### src/rtl/store_retire_buffer_pkg.sv
// Shared types for the post-retire store buffer: bus command, entry and FSM state.
package store_retire_buffer_pkg;

  typedef enum logic [1:0] {
    BUS_NONE  = 2'd0,
    BUS_LOAD  = 2'd1,
    BUS_STORE = 2'd2
  } BUS_COMMAND;

  typedef enum logic [1:0] {
    SB_IDLE  = 2'd0,
    SB_DRAIN = 2'd1,
    SB_FLUSH = 2'd2,
    SB_DONE  = 2'd3
  } SB_STATE;

  // One buffered 8-byte block; blk is address bits [63:3].
  typedef struct packed {
    logic        valid;
    logic [60:0] blk;
    logic [63:0] data;
  } SB_ENTRY;

  // Rebuild the byte address of a block.
  function automatic logic [63:0] blk2addr(input logic [60:0] b);
    return {b, 3'b000};
  endfunction

endpackage

### src/rtl/store_retire_buffer_fwd_cam.sv
// Load-forwarding search: finds the youngest valid entry holding the load's block.
module sb_fwd_cam
  import store_retire_buffer_pkg::*;
#(
  parameter int SB_DEPTH = 4
) (
  input  SB_ENTRY [SB_DEPTH-1:0]         ent_i,
  input  logic    [$clog2(SB_DEPTH)-1:0] tail_i,
  input  logic    [60:0]                 blk_i,
  output logic                           hit_o,
  output logic    [63:0]                 data_o
);

  localparam int PW = $clog2(SB_DEPTH);

  logic [PW-1:0] idx;

  // Walk from tail (oldest slot) around to tail-1 (youngest); the last match wins.
  always_comb begin
    hit_o  = 1'b0;
    data_o = '0;
    idx    = '0;
    for (int i = 0; i < SB_DEPTH; i++) begin
      idx = tail_i + PW'(i);
      if (ent_i[idx].valid && ent_i[idx].blk == blk_i) begin
        hit_o  = 1'b1;
        data_o = ent_i[idx].data;
      end
    end
  end

endmodule

### src/rtl/store_retire_buffer.sv
// Post-retire store FIFO: coalesces same-block stores, drains in order to the
// memory bus behind D-cache misses, forwards to loads, and flushes on halt.
module store_retire_buffer
  import store_retire_buffer_pkg::*;
#(
  parameter int SB_DEPTH = 4
) (
  input  logic        clock,
  input  logic        reset,
  input  logic        st_valid,
  input  logic [63:0] st_addr,
  input  logic [63:0] st_data,
  output logic        st_ready,
  input  logic        halt_req,
  input  logic        ld_busy,
  input  logic [63:0] ld_addr,
  output logic        ld_hit,
  output logic [63:0] ld_data,
  output BUS_COMMAND  proc2mem_command,
  output logic [63:0] proc2mem_addr,
  output logic [63:0] proc2mem_data,
  input  logic [3:0]  mem2proc_response,
  output logic        sb_empty,
  output logic        drained
);

  localparam int            PW   = $clog2(SB_DEPTH);
  localparam logic [PW:0]   FULL = (PW+1)'(SB_DEPTH);

  SB_ENTRY [SB_DEPTH-1:0] ent_q;
  logic    [PW-1:0]       head_q, tail_q, tail_m1;
  logic    [PW:0]         count_q, count_d;
  SB_STATE                state_q;
  logic                   drained_q;
  logic                   closed, issue, pop, coal, enq;
  logic                   unused_addr_bits;

  assign unused_addr_bits = ^{st_addr[2:0], ld_addr[2:0]};

  assign tail_m1 = tail_q - PW'(1);
  // Once halted, retire must not hand us more stores.
  assign closed   = (state_q == SB_FLUSH) || (state_q == SB_DONE);
  assign st_ready = (count_q < FULL) && !closed;

  assign issue = ((state_q == SB_DRAIN) || (state_q == SB_FLUSH)) &&
                 (count_q != '0) && !ld_busy;
  assign pop   = issue && (mem2proc_response != 4'h0);

  // Merge into the youngest entry unless it is the head currently on the bus,
  // whose data the memory may be latching this very cycle.
  assign coal = st_valid && !closed && ent_q[tail_m1].valid &&
                (ent_q[tail_m1].blk == st_addr[63:3]) &&
                !((tail_m1 == head_q) && issue);
  assign enq  = st_valid && st_ready && !coal;

  assign count_d = count_q + (PW+1)'(enq) - (PW+1)'(pop);

  // Entry array and FIFO pointers.
  always_ff @(posedge clock or negedge reset) begin
    if (!reset) begin
      ent_q   <= '0;
      head_q  <= '0;
      tail_q  <= '0;
      count_q <= '0;
    end else begin
      if (coal) ent_q[tail_m1].data <= st_data;
      if (pop) begin
        ent_q[head_q].valid <= 1'b0;
        head_q              <= head_q + PW'(1);
      end
      if (enq) begin
        ent_q[tail_q] <= '{valid: 1'b1, blk: st_addr[63:3], data: st_data};
        tail_q        <= tail_q + PW'(1);
      end
      count_q <= count_d;
    end
  end

  // Drain/flush FSM; drained follows DONE by one cycle and latches with it.
  always_ff @(posedge clock or negedge reset) begin
    if (!reset) begin
      state_q   <= SB_IDLE;
      drained_q <= 1'b0;
    end else begin
      drained_q <= (state_q == SB_DONE);
      case (state_q)
        SB_IDLE, SB_DRAIN: begin
          if (halt_req)              state_q <= (count_d == '0) ? SB_DONE : SB_FLUSH;
          else if (count_d != '0)    state_q <= SB_DRAIN;
          else                       state_q <= SB_IDLE;
        end
        SB_FLUSH: if (count_d == '0) state_q <= SB_DONE;
        default:                     state_q <= SB_DONE;
      endcase
    end
  end

  sb_fwd_cam #(.SB_DEPTH(SB_DEPTH)) u_cam (
    .ent_i  (ent_q),
    .tail_i (tail_q),
    .blk_i  (ld_addr[63:3]),
    .hit_o  (ld_hit),
    .data_o (ld_data)
  );

  assign proc2mem_command = issue ? BUS_STORE : BUS_NONE;
  assign proc2mem_addr    = issue ? blk2addr(ent_q[head_q].blk) : '0;
  assign proc2mem_data    = issue ? ent_q[head_q].data : '0;
  assign sb_empty         = (count_q == '0);
  assign drained          = drained_q;

endmodule

### config.mk
export PLATFORM = sky130hd
export DESIGN_NAME = store_retire_buffer
export DESIGN_NICKNAME = d
export VERILOG_FILES = /design/src/rtl/store_retire_buffer_pkg.sv /design/src/rtl/store_retire_buffer_fwd_cam.sv /design/src/rtl/store_retire_buffer.sv
export SDC_FILE = /design/constraint.sdc
export NUM_CORES = 2
export LEC_CHECK = 0
export BUFFER_PORTS_ARGS = -buffer_cell sky130_fd_sc_hd__clkbuf_2
export CAP_MARGIN = 10
export CORE_ASPECT_RATIO = 0.7
export CORE_MARGIN = 2
export CORE_UTILIZATION = 30
export DETAILED_ROUTE_END_ITERATION = 16
export PLACE_DENSITY = 0.5
export SLEW_MARGIN = 20
export SYNTH_ARGS = -nofsm -noshare
export SYNTH_HDL_FRONTEND = slang
export SYNTH_SLANG_ARGS = --single-unit
export TNS_END_PERCENT = 1
### constraint.sdc
create_clock -name clock -period 7.45 [get_ports clock]
set_input_delay 1.49 -clock clock [delete_from_list [all_inputs] [get_ports clock]]
set_output_delay 1.49 -clock clock [all_outputs]
set_load 0.01 [all_outputs]
==> run_results.csv <==
group,metric,value,unit
floorplan,start_util,0.302,
setup_path,crit_path_max_fanout,57,
setup_path,rr_endpoint,"state_q[0]$_DFFE_PN0P_",
power_and_ir_drop,ir_drop,0.386,mV
sta,finalHoldViolCount,0,
route,first_pass_iters,5,
route,initialDrtViolationCount,3683,
grt,grt-ovfl-total,0,
synthesis,synthFlopType,"dfrtp_1",
finish,fin_nets,3671,
place,dp_cells,5253,
power_and_ir_drop,p_leak,0.0195,uW
cts,insertion_delay,0.70,ns
finish,final_common_cell,"mux4_2",
synthesis,ys_warn_count,0,
cts,tritoncts,"done",
sta,slew_violations,0,
route,viasPerCell,6.08,
sta,finClkSkew,0.0586,ns
setup_path,critPathLaunch,"tail_q[0]$_DFFE_PN0P_",
floorplan,num_rows,115,
route,ant_nets,0,
synthesis,synth_edf_count,0,
setup_path,cp-start-kind,"flip-flop",
grt,grt_max_degree,138,
setup_path,worstPathArrival,5.96,ns
hold_path,min_path_type,"flip-flop to flip-flop",
route,vias,32763,
place,io_buffers,388,
synthesis,avgSynthCellArea,13.2,um^2
setup_path,setup.worst_path.class,"flip-flop to output pin",
cts,clk_transition_reported_paths,0.06,ns
power_and_ir_drop,power_density,465,nW/um^2
route,routedWlPerCell,33.0,um
place,dpl.hpwl,125,mm
setup_path,cp.required,5.96,ns
synthesis,synth-seq-cells,514,
cts,cts_root_buf,"clkbuf_16",
cts,cts_setup_buffers,0,
synthesis,netlist_area,42300,um^2
floorplan,pin_count,399,
floorplan,die_y,318,um
cts,cts_buffer_depth,3,
floorplan,dieArea,144000,um^2
cts,cts_sinks,514,
floorplan,design.core.area,140000,um^2
sta,finalCritPeriodShare,1.00,
route,routed_wl,178,mm
place,dpl_cell_area,46100,um^2
grt,antenna_found_initial,29,
finish,drive_gt1_frac,0.481,
sta,timing.fmax,0.134,GHz
status,outcome,"completed",
finish,postLayoutCellArea,48500,um^2
setup_path,endpoint_kind,"output pin",
sta,slew_headroom,0.215,
setup_path,reg2reg_slack,0.48,ns
cts,cts_buffers,68,
setup_path,timing.rr.start,"tail_q[0]$_DFFE_PN0P_",
finish,fin_cells,5389,
route,drc,0,
synthesis,synthArstFlopShare,1.00,
sta,period_needed,7.45,ns
synthesis,synthCells,3216,
grt,grt_pass1_vias,31293,
place,globalplace.congestion,1.06,
setup_path,reg2regPathDepth,20,
setup_path,cp-endpoint,"ld_data[21]",
synthesis,seq_area_frac_synth,0.304,
grt,track_usage,0.243,
finish,layout_common_cells,"mux4_2 (575), dfrtp_1 (510), mux2_2 (483)",
floorplan,die_x,453,um
finish,fillers,13816,
synthesis,ys_types,64,
run,maxCapViolCount,0,
sta,setup_violations,0,
sta,worst_slew_pin_slew,1.17,ns
cts,cts_max_level,3,
grt,grt_pass1_wl,253,mm
cts,cts_hold_buf,0,
finish,syn_to_final_growth,14.7,%
-- final cells by class --
type / count / area (um^2) / share of cell area
flip-flops and latches: 514 / 12900 / 0.265
clock inverters: 26 / 277 / 0.00570
diodes: 12 / 30.0 / 0.000619
well taps: 1872 / 2340 / 0.0483
clock buffers: 97 / 2010 / 0.0415
multi-input cells: 2342 / 27800 / 0.573
inverters: 41 / 154 / 0.00317
repair buffers: 485 / 3020 / 0.0623
-- Yosys cell counts, types with 7 or more instances --
cell type,number,area share
a21oi_1,25,0.0030
a221oi_1,13,0.0027
a22oi_1,9,0.0016
a311oi_1,64,0.013
buf_1,63,0.0056
buf_2,91,0.011
buf_4,61,0.011
buf_6,9,0.0024
clkbuf_1,98,0.0087
dfrtp_1,514,0.30
ha_1,17,0.0050
inv_1,41,0.0036
mux2_1,30,0.0080
mux2_2,483,0.13
mux2i_1,164,0.039
mux4_2,575,0.31
nand2_1,105,0.0093
nand3_1,7,0.00083
nand4_1,106,0.016
nor2_1,98,0.0087
nor2b_1,127,0.019
nor3_1,78,0.0092
nor4_1,30,0.0044
o21ai_0,23,0.0027
o221ai_1,7,0.0014
o22ai_1,37,0.0055
o2bb2ai_1,11,0.0023
xnor2_1,184,0.038
xor2_1,58,0.012
-- flip-flops by register name, indices dropped and copies added, names as in the netlist --
| name | flops |
|---|---|
| ent_q | 504 |
| count_q | 3 |
| head_q | 2 |
| state_q | 2 |
| tail_q | 2 |
| drained | 1 |
-- per-layer routing --
layer	vias up	share of wire	global-route usage
met4	14	0.027	0.0668
li1	13327	-	-
met5	-	0.00054	0.00133
met2	1567	0.43	0.336
met1	17619	0.45	0.362
met3	236	0.097	0.0759
-- report_power, final --
part / internal (uW) / switching, uW
sequential: 3950 / 1980
clock: 2030 / 1430
combinational: 6590 / 6590
-- cells by family after synthesis --
family                     Yosys count  share of synthesized area
other                                1                  0.0000887
adders and majority gates           18                    0.00550
muxes                             1252                      0.482
xor gates and xnor gates           242                     0.0501
and+or+nand+nor                    576                     0.0713
DFF                                514                      0.304
buffers and inverters              363                     0.0419
AOI/OAI and AO/OA                  250                     0.0453
-- worst max-delay path: stages, from the launching register on --
cell and delay (ns):
dfrtp_4 0.60, inv_1 0.14, ha_4 0.44, buf_12 0.29, mux4_2 0.39, xnor2_1 0.17
nor4_1 0.80, nand4_1 0.25, or4_1 0.50, or3_4 0.75, buf_4 0.36, nand4_1 0.10
a311oi_1 0.12, clkbuf_2 0.18
-- per-stage QoR --
step | hold WS, ns | utilization | power [uW] | setup TNS, ns | setup WS [ns]
4_1_cts | 0.532 | 0.346 | 22300 | 0 | 0.00818
5_1_grt | 0.572 | 0.346 | 23500 | -0.00954 | -0.00621
3_3_place_gp | 0.516 | 0.329 | 18700 | 0 | 0.724
2_1_floorplan | 0.495 | - | 14600 | 0 | 0.543
6_report | 0.528 | 0.346 | 22600 | 0 | 0.00320
3_5_place_dp | 0.516 | 0.329 | 18700 | 0 | 0.710
-- how the worst min path moves through the flow --
stage | cells past startpoint | start | endpoint
3_5_place_dp | 1 | count_q[0]$_DFF_PN0_ | count_q[0]$_DFF_PN0_
2_1_floorplan | 1 | count_q[0]$_DFF_PN0_ | count_q[0]$_DFF_PN0_
3_3_place_gp | 1 | count_q[0]$_DFF_PN0_ | count_q[0]$_DFF_PN0_
4_1_cts | 1 | count_q[0]$_DFF_PN0_ | count_q[0]$_DFF_PN0_
5_1_grt | 1 | count_q[0]$_DFF_PN0_ | count_q[0]$_DFF_PN0_
6_report | 1 | count_q[0]$_DFF_PN0_ | count_q[0]$_DFF_PN0_
-- what timing repair did --
action / in CTS / in global routing
endpoints found under the hold margin: 0 / 0
setup endpoints to repair: 8 / 45
gates resized for setup: 4 / 6
(Power assumes the default switching activity.)
